File: src/rtl/if_prefetch_stage_pkg.sv
// Shared constants for the instruction-fetch prefetch stage.
package if_prefetch_stage_pkg;
  localparam int WORD_LEN_DEF = 32;
  localparam int PC_INC_DEF   = 4;
  localparam int RESET_PC_DEF = 0;
  localparam logic [WORD_LEN_DEF-1:0] NOP = '0;
endpackage

File: src/rtl/if_prefetch_stage_if.sv
// Fetch request/response bus between the prefetch stage (master) and instruction memory (slave).
interface if_prefetch_stage_if
  import if_prefetch_stage_pkg::*;
#(
  parameter int WORD_LEN = WORD_LEN_DEF
) ();
  logic                mem_req_valid;
  logic                mem_req_ready;
  logic [WORD_LEN-1:0] mem_req_addr;
  logic                mem_resp_valid;
  logic [WORD_LEN-1:0] mem_resp_data;

  modport master (
    output mem_req_valid, mem_req_addr,
    input  mem_req_ready, mem_resp_valid, mem_resp_data
  );

  modport slave (
    input  mem_req_valid, mem_req_addr,
    output mem_req_ready, mem_resp_valid, mem_resp_data
  );
endinterface

File: src/rtl/if_prefetch_stage_sync_fifo.sv
// Generic synchronous FIFO, head visible combinationally; flush beats push/pop.
// A push into a full FIFO is accepted only when a pop happens in the same cycle.
module sync_fifo
  import if_prefetch_stage_pkg::*;
#(
  parameter int WIDTH = 8,
  parameter int DEPTH = 4
) (
  input  logic                       clk,
  input  logic                       rst,
  input  logic                       push,
  input  logic                       pop,
  input  logic                       flush,
  input  logic [WIDTH-1:0]           din,
  output logic [WIDTH-1:0]           dout,
  output logic                       full,
  output logic                       empty,
  output logic [$clog2(DEPTH+1)-1:0] count
);
  localparam int AW = $clog2(DEPTH);
  localparam int CW = $clog2(DEPTH+1);

  logic [WIDTH-1:0] mem_q [DEPTH];
  logic [AW-1:0]    wr_ptr_q, wr_ptr_d, rd_ptr_q, rd_ptr_d;
  logic [CW-1:0]    cnt_q, cnt_d;
  logic             do_push, do_pop;

  assign empty   = (cnt_q == '0);
  assign full    = (cnt_q == CW'(DEPTH));
  assign count   = cnt_q;
  assign dout    = mem_q[rd_ptr_q];
  assign do_pop  = pop && !empty;
  assign do_push = push && (!full || do_pop);

  always_comb begin
    wr_ptr_d = wr_ptr_q;
    rd_ptr_d = rd_ptr_q;
    cnt_d    = cnt_q;
    if (flush) begin
      wr_ptr_d = '0;
      rd_ptr_d = '0;
      cnt_d    = '0;
    end else begin
      if (do_push) wr_ptr_d = wr_ptr_q + AW'(1);
      if (do_pop)  rd_ptr_d = rd_ptr_q + AW'(1);
      cnt_d = cnt_q + CW'(do_push) - CW'(do_pop);
    end
  end

  always_ff @(posedge clk or negedge rst) begin
    if (!rst) begin
      wr_ptr_q <= '0;
      rd_ptr_q <= '0;
      cnt_q    <= '0;
    end else begin
      wr_ptr_q <= wr_ptr_d;
      rd_ptr_q <= rd_ptr_d;
      cnt_q    <= cnt_d;
    end
  end

  always_ff @(posedge clk) begin
    if (do_push && !flush) mem_q[wr_ptr_q] <= din;
  end
endmodule

File: src/rtl/if_prefetch_stage.sv
// Instruction prefetch: keeps up to DEPTH fetches buffered or in flight, discards responses
// overtaken by a redirect; head visible same cycle, held while freeze=1.
module if_prefetch_stage
  import if_prefetch_stage_pkg::*;
#(
  parameter int                  WORD_LEN = WORD_LEN_DEF,
  parameter int                  DEPTH    = 4,
  parameter logic [WORD_LEN-1:0] RESET_PC = WORD_LEN'(RESET_PC_DEF),
  parameter logic [WORD_LEN-1:0] PC_INC   = WORD_LEN'(PC_INC_DEF)
) (
  input  logic                clk,
  input  logic                rst,
  input  logic                freeze,
  input  logic                Branch_taken,
  input  logic [WORD_LEN-1:0] BranchAddr,
  if_prefetch_stage_if.master mem,
  output logic                inst_valid,
  output logic [WORD_LEN-1:0] PC,
  output logic [WORD_LEN-1:0] Instruction
);
  localparam int CW = $clog2(DEPTH+1);

  logic [WORD_LEN-1:0]   fetch_pc_q, fetch_pc_d, resp_pc_q, resp_pc_d;
  logic [CW-1:0]         pend_q, pend_d, drop_q, drop_d;
  logic [CW-1:0]         fifo_cnt;
  logic [CW:0]           occ;
  logic                  fifo_full, fifo_empty;
  logic [2*WORD_LEN-1:0] head;
  logic                  req_fire, resp_fire, push, pop;

  // Buffered plus in-flight (including doomed) fetches bound the issue window.
  assign occ               = {1'b0, fifo_cnt} + {1'b0, pend_q};
  assign mem.mem_req_valid = rst && !Branch_taken && (occ < (CW+1)'(DEPTH));
  assign mem.mem_req_addr  = fetch_pc_q;

  assign req_fire   = mem.mem_req_valid && mem.mem_req_ready;
  assign resp_fire  = mem.mem_resp_valid && (pend_q != '0);
  assign inst_valid = !fifo_empty;
  assign pop        = inst_valid && !freeze && !Branch_taken;
  assign push       = resp_fire && (drop_q == '0) && !Branch_taken && (!fifo_full || pop);

  assign PC          = inst_valid ? head[2*WORD_LEN-1:WORD_LEN] + PC_INC : '0;
  assign Instruction = inst_valid ? head[WORD_LEN-1:0] : WORD_LEN'(NOP);

  always_comb begin
    fetch_pc_d = fetch_pc_q;
    resp_pc_d  = resp_pc_q;
    pend_d     = pend_q;
    drop_d     = drop_q;
    if (Branch_taken) begin
      fetch_pc_d = BranchAddr;
      resp_pc_d  = BranchAddr;
      // Everything still in flight after this edge belongs to the old path.
      pend_d     = pend_q - CW'(resp_fire);
      drop_d     = pend_q - CW'(resp_fire);
    end else begin
      if (req_fire) fetch_pc_d = fetch_pc_q + PC_INC;
      if (push)     resp_pc_d  = resp_pc_q + PC_INC;
      if (resp_fire && (drop_q != '0)) drop_d = drop_q - CW'(1);
      pend_d = pend_q + CW'(req_fire) - CW'(resp_fire);
    end
  end

  always_ff @(posedge clk or negedge rst) begin
    if (!rst) begin
      fetch_pc_q <= RESET_PC;
      resp_pc_q  <= RESET_PC;
      pend_q     <= '0;
      drop_q     <= '0;
    end else begin
      fetch_pc_q <= fetch_pc_d;
      resp_pc_q  <= resp_pc_d;
      pend_q     <= pend_d;
      drop_q     <= drop_d;
    end
  end

  sync_fifo #(
    .WIDTH (2*WORD_LEN),
    .DEPTH (DEPTH)
  ) u_fifo (
    .clk   (clk),
    .rst   (rst),
    .push  (push),
    .pop   (pop),
    .flush (Branch_taken),
    .din   ({resp_pc_q, mem.mem_resp_data}),
    .dout  (head),
    .full  (fifo_full),
    .empty (fifo_empty),
    .count (fifo_cnt)
  );
endmodule

File: src/flat_wrapper.sv
// flat-port wrapper written by rule: the top's interface ports become plain ports
module if_prefetch_stage_flat import if_prefetch_stage_pkg::*;
#(
  parameter int                  WORD_LEN = WORD_LEN_DEF,
  parameter int                  DEPTH    = 4,
  parameter logic [WORD_LEN-1:0] RESET_PC = WORD_LEN'(RESET_PC_DEF),
  parameter logic [WORD_LEN-1:0] PC_INC   = WORD_LEN'(PC_INC_DEF)
)
  (clk, rst, freeze, Branch_taken, BranchAddr, inst_valid, PC, Instruction, mem_mem_req_valid, mem_mem_req_addr, mem_mem_req_ready, mem_mem_resp_valid, mem_mem_resp_data);
  if_prefetch_stage_if #(.WORD_LEN(WORD_LEN)) mem_i ();
  input  logic clk;
  input  logic rst;
  input  logic freeze;
  input  logic Branch_taken;
  input  logic [WORD_LEN-1:0] BranchAddr;
  output logic inst_valid;
  output logic [WORD_LEN-1:0] PC;
  output logic [WORD_LEN-1:0] Instruction;
  output wire logic [$bits(mem_i.mem_req_valid)-1:0] mem_mem_req_valid;
  output wire logic [$bits(mem_i.mem_req_addr)-1:0] mem_mem_req_addr;
  input wire logic [$bits(mem_i.mem_req_ready)-1:0] mem_mem_req_ready;
  input wire logic [$bits(mem_i.mem_resp_valid)-1:0] mem_mem_resp_valid;
  input wire logic [$bits(mem_i.mem_resp_data)-1:0] mem_mem_resp_data;
  assign mem_mem_req_valid = mem_i.mem_req_valid;
  assign mem_mem_req_addr = mem_i.mem_req_addr;
  assign mem_i.mem_req_ready = mem_mem_req_ready;
  assign mem_i.mem_resp_valid = mem_mem_resp_valid;
  assign mem_i.mem_resp_data = mem_mem_resp_data;
  if_prefetch_stage #(.WORD_LEN(WORD_LEN), .DEPTH(DEPTH), .RESET_PC(RESET_PC), .PC_INC(PC_INC)) u_core (.clk(clk), .rst(rst), .freeze(freeze), .Branch_taken(Branch_taken), .BranchAddr(BranchAddr), .mem(mem_i), .inst_valid(inst_valid), .PC(PC), .Instruction(Instruction));
endmodule
File: config.mk
export PLATFORM = sky130hd
export DESIGN_NAME = if_prefetch_stage_flat
export DESIGN_NICKNAME = d
export VERILOG_FILES = /design/src/rtl/if_prefetch_stage_pkg.sv /design/src/rtl/if_prefetch_stage_if.sv /design/src/rtl/if_prefetch_stage_sync_fifo.sv /design/src/rtl/if_prefetch_stage.sv /design/src/flat_wrapper.sv
export SDC_FILE = /design/constraint.sdc
export NUM_CORES = 1
export LEC_CHECK = 0
export BUFFER_PORTS_ARGS = -buffer_cell sky130_fd_sc_hd__clkbuf_2
export CORE_UTILIZATION = 62
export DETAILED_ROUTE_END_ITERATION = 10
export HOLD_SLACK_MARGIN = 0.03
export PLACE_DENSITY_LB_ADDON = 0.15
export SKIP_LAST_GASP = 1
export SLEW_MARGIN = 20
export SYNTH_ARGS = -nofsm -noshare
export SYNTH_HDL_FRONTEND = slang
export SYNTH_SLANG_ARGS = --single-unit
File: constraint.sdc
create_clock -name clk -period 9.5 [get_ports clk]
set_input_delay 1.425 -clock clk [delete_from_list [all_inputs] [get_ports clk]]
set_output_delay 1.425 -clock clk [all_outputs]
set_load 0.005 [all_outputs]
==> metrics, run 1 <==
status=finished, final reports clean; Leak Pwr=~6.2 nW; root buffer cell=clkbuf_16; share of layout cells above drive strength 1=between 20% and 30%; Layout Skew=21.01 ps; Detail Route Antenna Nets=0; Switch Pwr=between 1 and 1.5 mW; Slew headroom=about 18%; Clock Sinks=~330; Resize count post-CTS=0; setup slack, reg-to-reg=5830 ps; commonest non-fill, non-tap cell in the layout=edfxtp_1; Reg clk slew, reported paths=60 ps; fin nets=1267; worst hold path type=reg -> reg; initial DRC count=799; synthesized area per cell=14.61 um^2; critical path cell sequence=buf_4 > mux4_1 > nand4_2 > or4_4 > or4_1 > a21oi_1 > clkbuf_2; startpoint types=register; vias per cell=roughly 6.2; Via Count=9370; CTS tree=built; unrepaired setup endpoints after global routing=false; Setup Total Neg Slack=0 ps; Final GP Congestion=0.8783; Worst setup EP type=output port; cells after synthesis=1013; Clk pwr share=33.5%; sequential share of power=43.3%; switch share=~28%; Main synth FF type=edfxtp_1; H-tree levels=2; most frequent cells in the layout=edfxtp_1, clkbuf_2, dfrtp_1, nand2_1, o21ai_0; Slew Limit Fails=0; number of global-route vias before repair=9236; worst-margin pin slew=1225 ps; drt pass-1 iters=5; Syn Nets=1102; largest cells by area after synthesis=edfxtp_1, dfrtp_1, mux4_2, and2_1, o21ai_0; final std cells w/o fill=between 1500 and 2000; Area Overhead vs Synth=15.41%; Core Footprint=23470 um^2; power per standard cell area=245.7 nW/um^2; height of the die=156.5 um; Std-Cell Rows=56; crit path DAT=4330 ps; Yosys reg bits=333; Seq/Total Area, Yosys=64.96%; final setup violation count=0; CP Capture Point=PC[28]; diode count=0; top-area cell type share of the netlist area=51.94%; Final HPWL DP=19110 um; crit path from=u_core.u_fifo.rd_ptr_q[0]$_DFFE_PN0P_; FFs w/ async S/R, synth=approximately 23%; buffers added on ports=167; area of the mapped netlist=approximately 15000 um^2; hold slack=524.2 ps; Hold Violations, Final=0; minimum clock period=roughly 5800 ps; number of synthesized flops with an enable pin=about 260; # DRC=0; Worst Setup Path Type=reg -> out; global-route wire length before repair=49120 um; Final WS setup=3743 ps; CTS Hold Buffers Added=0; largest fanout on the critical path=39; cell taking the most area after synthesis=edfxtp_1; latest clock arrival within the worst-skew pair=510 ps; Final Cycle Share=60.60%; Crit-path slowest cell=dfrtp_4; postcts setup bufs=0; die width=156.5 um; synth warn=0; worst path required time=8080 ps; cts bufs inserted=34; die area=24490 um^2; Max Root-Sink Buffers=3; # IOs=168; worst ir drop on vdd=211.2 uV; Slowest Stage Delay on Critical Path=780 ps; r2r startpoint=u_core.drop_q[0]$_DFFE_PN0P_; initial antenna violation count=0; largest net degree at the start of global routing=70; worst reg2reg path depth=12; Routed WL=31650 um; portion of total power attributed to combinational logic=between 20% and 30%; post-synth cell types=61; MaxCap Viol Count=0; GR Util All Layers=26.43%; Fmax=173.7 MHz; dpl cells=1461; Initial Util=between 60% and 70%; Post-Place Setup Slack=4226 ps; r2r endpoint=u_core.u_fifo.count[2]$_DFF_PN0_; Pint=3.010 mW; FILL cells=1494; WL/cell=between 20 and 25 um; gr ovfl total=0
[cell usage after synthesis, drive strengths merged, types with 14 or more instances]
cell / n
edfxtp: 256
dfrtp: 77
nand2: 72
mux4: 64
o21ai: 63
and2: 49
nor2: 38
clkbuf: 36
nand3: 36
inv: 35
nand4: 31
a21oi: 25
xnor2: 21
ha: 17
or3: 17
buf: 15
o211ai: 15
and3: 14
xor2: 14
[metal layers]
metal | routed length, um | up-vias | global-route usage, %
li1 | - | 4259 | -
met1 | 13690 | 4627 | 37.63
met2 | 15130 | 421 | 42.22
met3 | 2038 | 63 | 4.292
met4 | 791 | 0 | 8.543
met5 | 0 | - | 0
[final cells by class]
class                   instances  area (um^2)  area share, %
repair buffers                180        935.9          5.479
well taps                     319        399.1          2.337
clock buffers                  42        944.7          5.530
inverters                      35        131.4         0.7691
flip-flops and latches        333         9619          56.31
multi-input cells             594         4810          28.16
clock inverters                18        241.5          1.414
[sequential cells by signal, summed over array words and instances (netlist names)]
register	cells
u_core.u_fifo.mem_q	256
u_core.mem.mem_req_addr	32
u_core.resp_pc_q	32
u_core.drop_q	3
u_core.pend_q	3
u_core.u_fifo.count	3
u_core.u_fifo.rd_ptr_q	2
u_core.u_fifo.wr_ptr_q	2
[worst max-delay path: cells and delay by family (launching register included)]
family	cells	cell delay, ps
buffers and inverters	2	830
AOI/OAI and AO/OA	1	190
DFF	1	780
and+or+nand+nor	3	1490
muxes	1	500
[metrics by stage]
stage	instance area [um^2]	utilization, %	power, mW
6_report	17080	72.77	4.197
5_1_grt	17080	72.77	4.396
4_1_cts	17080	72.77	4.223
3_5_place_dp	15900	67.72	2.815
3_3_place_gp	15900	67.72	2.792
2_1_floorplan	14800	-	2.477
[power by group through the flow]
stage                     clock network [mW]  registers [mW]  logic, mW
after global routing                    1.48            1.83       1.08
final                                   1.41            1.82      0.973
after floorplan                            0            1.78      0.699
after detailed placement                   0            1.84      0.972
after global placement                     0            1.84      0.953
after CTS                               1.42            1.82      0.983
[worst min path at each step]
| stage | from | endpoint | slack, ps | depth (start not counted) |
|---|---|---|---|---|
| 2_1_floorplan | u_core.resp_pc_q[0]$_DFFE_PN0P_ | u_core.u_fifo.mem_q[0][32]$_DFFE_PP_ | 480 | 0 |
| 3_3_place_gp | u_core.resp_pc_q[1]$_DFFE_PN0P_ | u_core.u_fifo.mem_q[2][33]$_DFFE_PP_ | 500 | 0 |
| 3_5_place_dp | u_core.mem.mem_req_addr[1]$_DFFE_PN0P_ | u_core.mem.mem_req_addr[1]$_DFFE_PN0P_ | 520 | 2 |
| 4_1_cts | u_core.mem.mem_req_addr[1]$_DFFE_PN0P_ | u_core.mem.mem_req_addr[1]$_DFFE_PN0P_ | 530 | 2 |
| 5_1_grt | u_core.resp_pc_q[0]$_DFFE_PN0P_ | u_core.u_fifo.mem_q[2][32]$_DFFE_PP_ | 560 | 0 |
| 6_report | u_core.mem.mem_req_addr[1]$_DFFE_PN0P_ | u_core.mem.mem_req_addr[1]$_DFFE_PN0P_ | 520 | 2 |
[cell families after synthesis]
family | count (synthesis) | share of synthesized area, %
mux | 69 | 10.31
fa+ha+maj | 19 | 1.708
xor+xnor | 35 | 2.071
buf+inv | 86 | 2.612
compound gates | 153 | 6.433
simple gates | 318 | 11.90
flops | 333 | 64.96
No activity file was read; power rests on OpenSTA's default activity.
==> run 2, diff against run 1 <==
- ABC_AREA: default -> 1
- CORE_UTILIZATION: 62 -> 54
- clock period: 9.5 -> 5.05 ns (I/O delays scaled with it)
==> run 2 against run 1 <==
  * Sequential share of layout area decreased by 4.6 points
  * Total power increased by 100%
  * Routed wire length up 26%
  * Non-clock buffer count up 4
  * Clock power increased by 83%
  * Critical endpoint unchanged
  * Largest power group unchanged
  * Worst setup slack lost 3200 ps
==> metrics, run 2 <==
status=finished, final reports clean; FILL cells=2473 (+66%); Slew headroom=34.16% (+16 points); commonest cells in the netlist=nand2_1, nor2_1, edfxtp_1, nand3_1, o21ai_0; power per standard cell area=452.2 nW/um^2 (+84%); Seq/Total Area, Yosys=58.86% (-6.1 points); CTS Hold Buffers Added=0 (unchanged); diode count=0 (unchanged); Max Root-Sink Buffers=3 (unchanged); most frequent cells in the layout=nand2_1, nor2_1, edfxtp_1, clkbuf_2, nand3_1; startpoint types=register; worst-margin pin slew=987.6 ps (-237.9 ps); Layout Skew=24.44 ps (+3.427 ps); cell taking the most area after synthesis=edfxtp_1; MaxCap Viol Count=0 (unchanged); Syn Nets=1899 (+72%); Main synth FF type=edfxtp_1; buffers added on ports=167 (unchanged); largest cells by area after synthesis=edfxtp_1, nand2_1, dfrtp_1, nor2_1, nand3_1; area of the mapped netlist=16330 um^2 (+10%); largest fanout on the critical path=68 (+74%); latest clock arrival within the worst-skew pair=520 ps (about the same); Hold Violations, Final=0 (unchanged); worst ir drop on vdd=282.9 uV (+34%); Detail Route Antenna Nets=0 (unchanged); GR Util All Layers=26.25% (-0.18 points); share of layout cells above drive strength 1=13.65% (-12 points); WL/cell=16.76 um (-19%); Routed WL=39800 um (+26%); largest net degree at the start of global routing=71 (+1.4%); minimum clock period=4519 ps; CTS tree=built; Reg clk slew, reported paths=60 ps (about the same); drt pass-1 iters=5 (unchanged); initial DRC count=1191 (+49%); final setup violation count=0 (unchanged); worst hold path type=in -> async; synthesized area per cell=9.025 um^2 (-38%); gr ovfl total=0 (unchanged); Final Cycle Share=89.48%; die area=30950 um^2 (+26%); top-area cell type share of the netlist area=47.06% (-4.9 points); # IOs=168 (unchanged); cts bufs inserted=36 (+5.9%); Final HPWL DP=25940 um (+36%); Initial Util=54.97% (-8.1 points); Largest Register=u_core.u_fifo.mem_q; fin nets=2048 (+62%); commonest non-fill, non-tap cell in the layout=nand2_1; Setup Total Neg Slack=0 ps (unchanged); unrepaired setup endpoints after global routing=false; worst path required time=4290 ps (-3790 ps); Slew Limit Fails=0 (unchanged); hold slack=143.1 ps (-381.1 ps); H-tree levels=2 (unchanged); Std-Cell Rows=63 (+13%); Final WS setup=531.1 ps (-3212 ps); cells after synthesis=1810 (+79%); number of global-route vias before repair=12340 (+34%); Leak Pwr=7.692 nW (+24%); Yosys reg bits=333 (unchanged); Pwr Total=8.406 mW (+100%); synth warn=0 (unchanged); height of the die=175.9 um (+12%); Area Overhead vs Synth=13.82%; Worst Setup Path Type=reg -> out; Clock Sinks=333 (unchanged); Via Count=12890 (+38%); root buffer cell=clkbuf_16; global-route wire length before repair=63560 um (+29%); Worst setup EP type=output port; max FFs per register=256 (unchanged); Resize count post-CTS=0 (unchanged); FFs w/ async S/R, synth=23.12% (unchanged); postcts setup bufs=0 (unchanged); post-synth cell types=43 (-30%); initial antenna violation count=0 (unchanged); number of synthesized flops with an enable pin=256 (unchanged); count leader, synth=nand2_1; Fmax=221.3 MHz; Core Footprint=29720 um^2 (+27%); Post-Place Setup Slack=1120 ps (-3107 ps); # DRC=0 (unchanged); Final GP Congestion=0.9559 (+8.8%); die width=175.9 um (+12%); crit path DAT=3760 ps (-570 ps); vias per cell=5.425 (-12%)
## run 2: changes by cell type after synthesis, sizes merged, moves of 40 or more
cell,change
mux4,-64
inv,+60
o21ai,+49
nand3,+92
a21oi,+40
and2,-48
nor2,+269
nand2,+479
## run 2: worst paths after layout
| check | from | to | slack [ps] | depth (start not counted) |
|---|---|---|---|---|
| worst max-delay path | u_core.u_fifo.rd_ptr_q[0]$_DFFE_PN0P_ | PC[28] | 530 | 15 |
| worst min-delay path | rst | u_core.mem.mem_req_addr[27]$_DFFE_PN0N_ | 140 | 1 |
| worst max register to register | u_core.u_fifo.count[1]$_DFF_PN0_ | u_core.pend_q[2]$_DFF_PN0_ | 1480 | 12 |
| worst min register to register | u_core.mem.mem_req_addr[1]$_DFFE_PN0P_ | u_core.mem.mem_req_addr[1]$_DFFE_PN0P_ | 480 | 2 |
| max in group asynchronous | rst | u_core.u_fifo.rd_ptr_q[0]$_DFFE_PN0P_ | 3800 | 2 |
| min in group clk | mem_mem_resp_data[28] | u_core.u_fifo.mem_q[0][28]$_DFFE_PP_ | 450 | 1 |
## run 2: cells by family (layout without fill, tap and decap cells)
group,count (synthesis),after routing,share of synthesized area (%)
buffers and inverters,171,346,4.726
AOI/OAI and AO/OA,215,215,7.185
DFF,333,333,58.86
xor gates and xnor gates,36,36,1.930
and+or+nand+nor,1036,1036,25.75
adders and majority gates,19,19,1.547
## run 2: metal layers
layer	wire length (um)	GRT usage [%]	part of all wire (%)
met1	17700	36.16	44
met2	18590	42.95	47
met3	2639	4.394	6.6
met4	870	7.500	2.2
met5	0	0	0
## run 2: stage by stage
stage	instances	utilization (%)	area [um^2]
floorplan	1810	-	16330
global placement	2311	58.69	17440
detailed placement	2311	58.69	17440
CTS	2375	62.56	18590
global route	2375	62.56	18590
finish	2375	62.56	18590
## run 2: final cells by class
type	count	area, um^2	area share, %
timing repair buffer	184	978.4	5.263
inverter	98	370.4	1.992
sequential	333	9619	51.74
clock buffer	45	975.9	5.249
clock inverter	19	173.9	0.9355
tap	390	488.0	2.625
multi-input combinational	1306	5986	32.20
## run 2: report_power, final
part           internal, mW  total [mW]  leakage (nW)  switching [mW]
Clock                  1.53        2.58         0.570            1.05
Sequential             3.17        3.45          3.24           0.286
Combinational         0.797        2.37          3.88            1.57
Total                  5.49        8.41          7.69            2.91
## run 2: critical path: stages, from the launching register on
cell      delay, ps
dfrtp_4         750
inv_4           620
nand2_1         150
nand2_1         100
nand2_1          50
nand2_1         100
ha_1            170
nand3_1         100
nor2_1          230
nand2_1         200
nor2_2          220
nand3_1         140
nand2_1          80
nand2_1          40
nor2_1          120
clkbuf_2        120
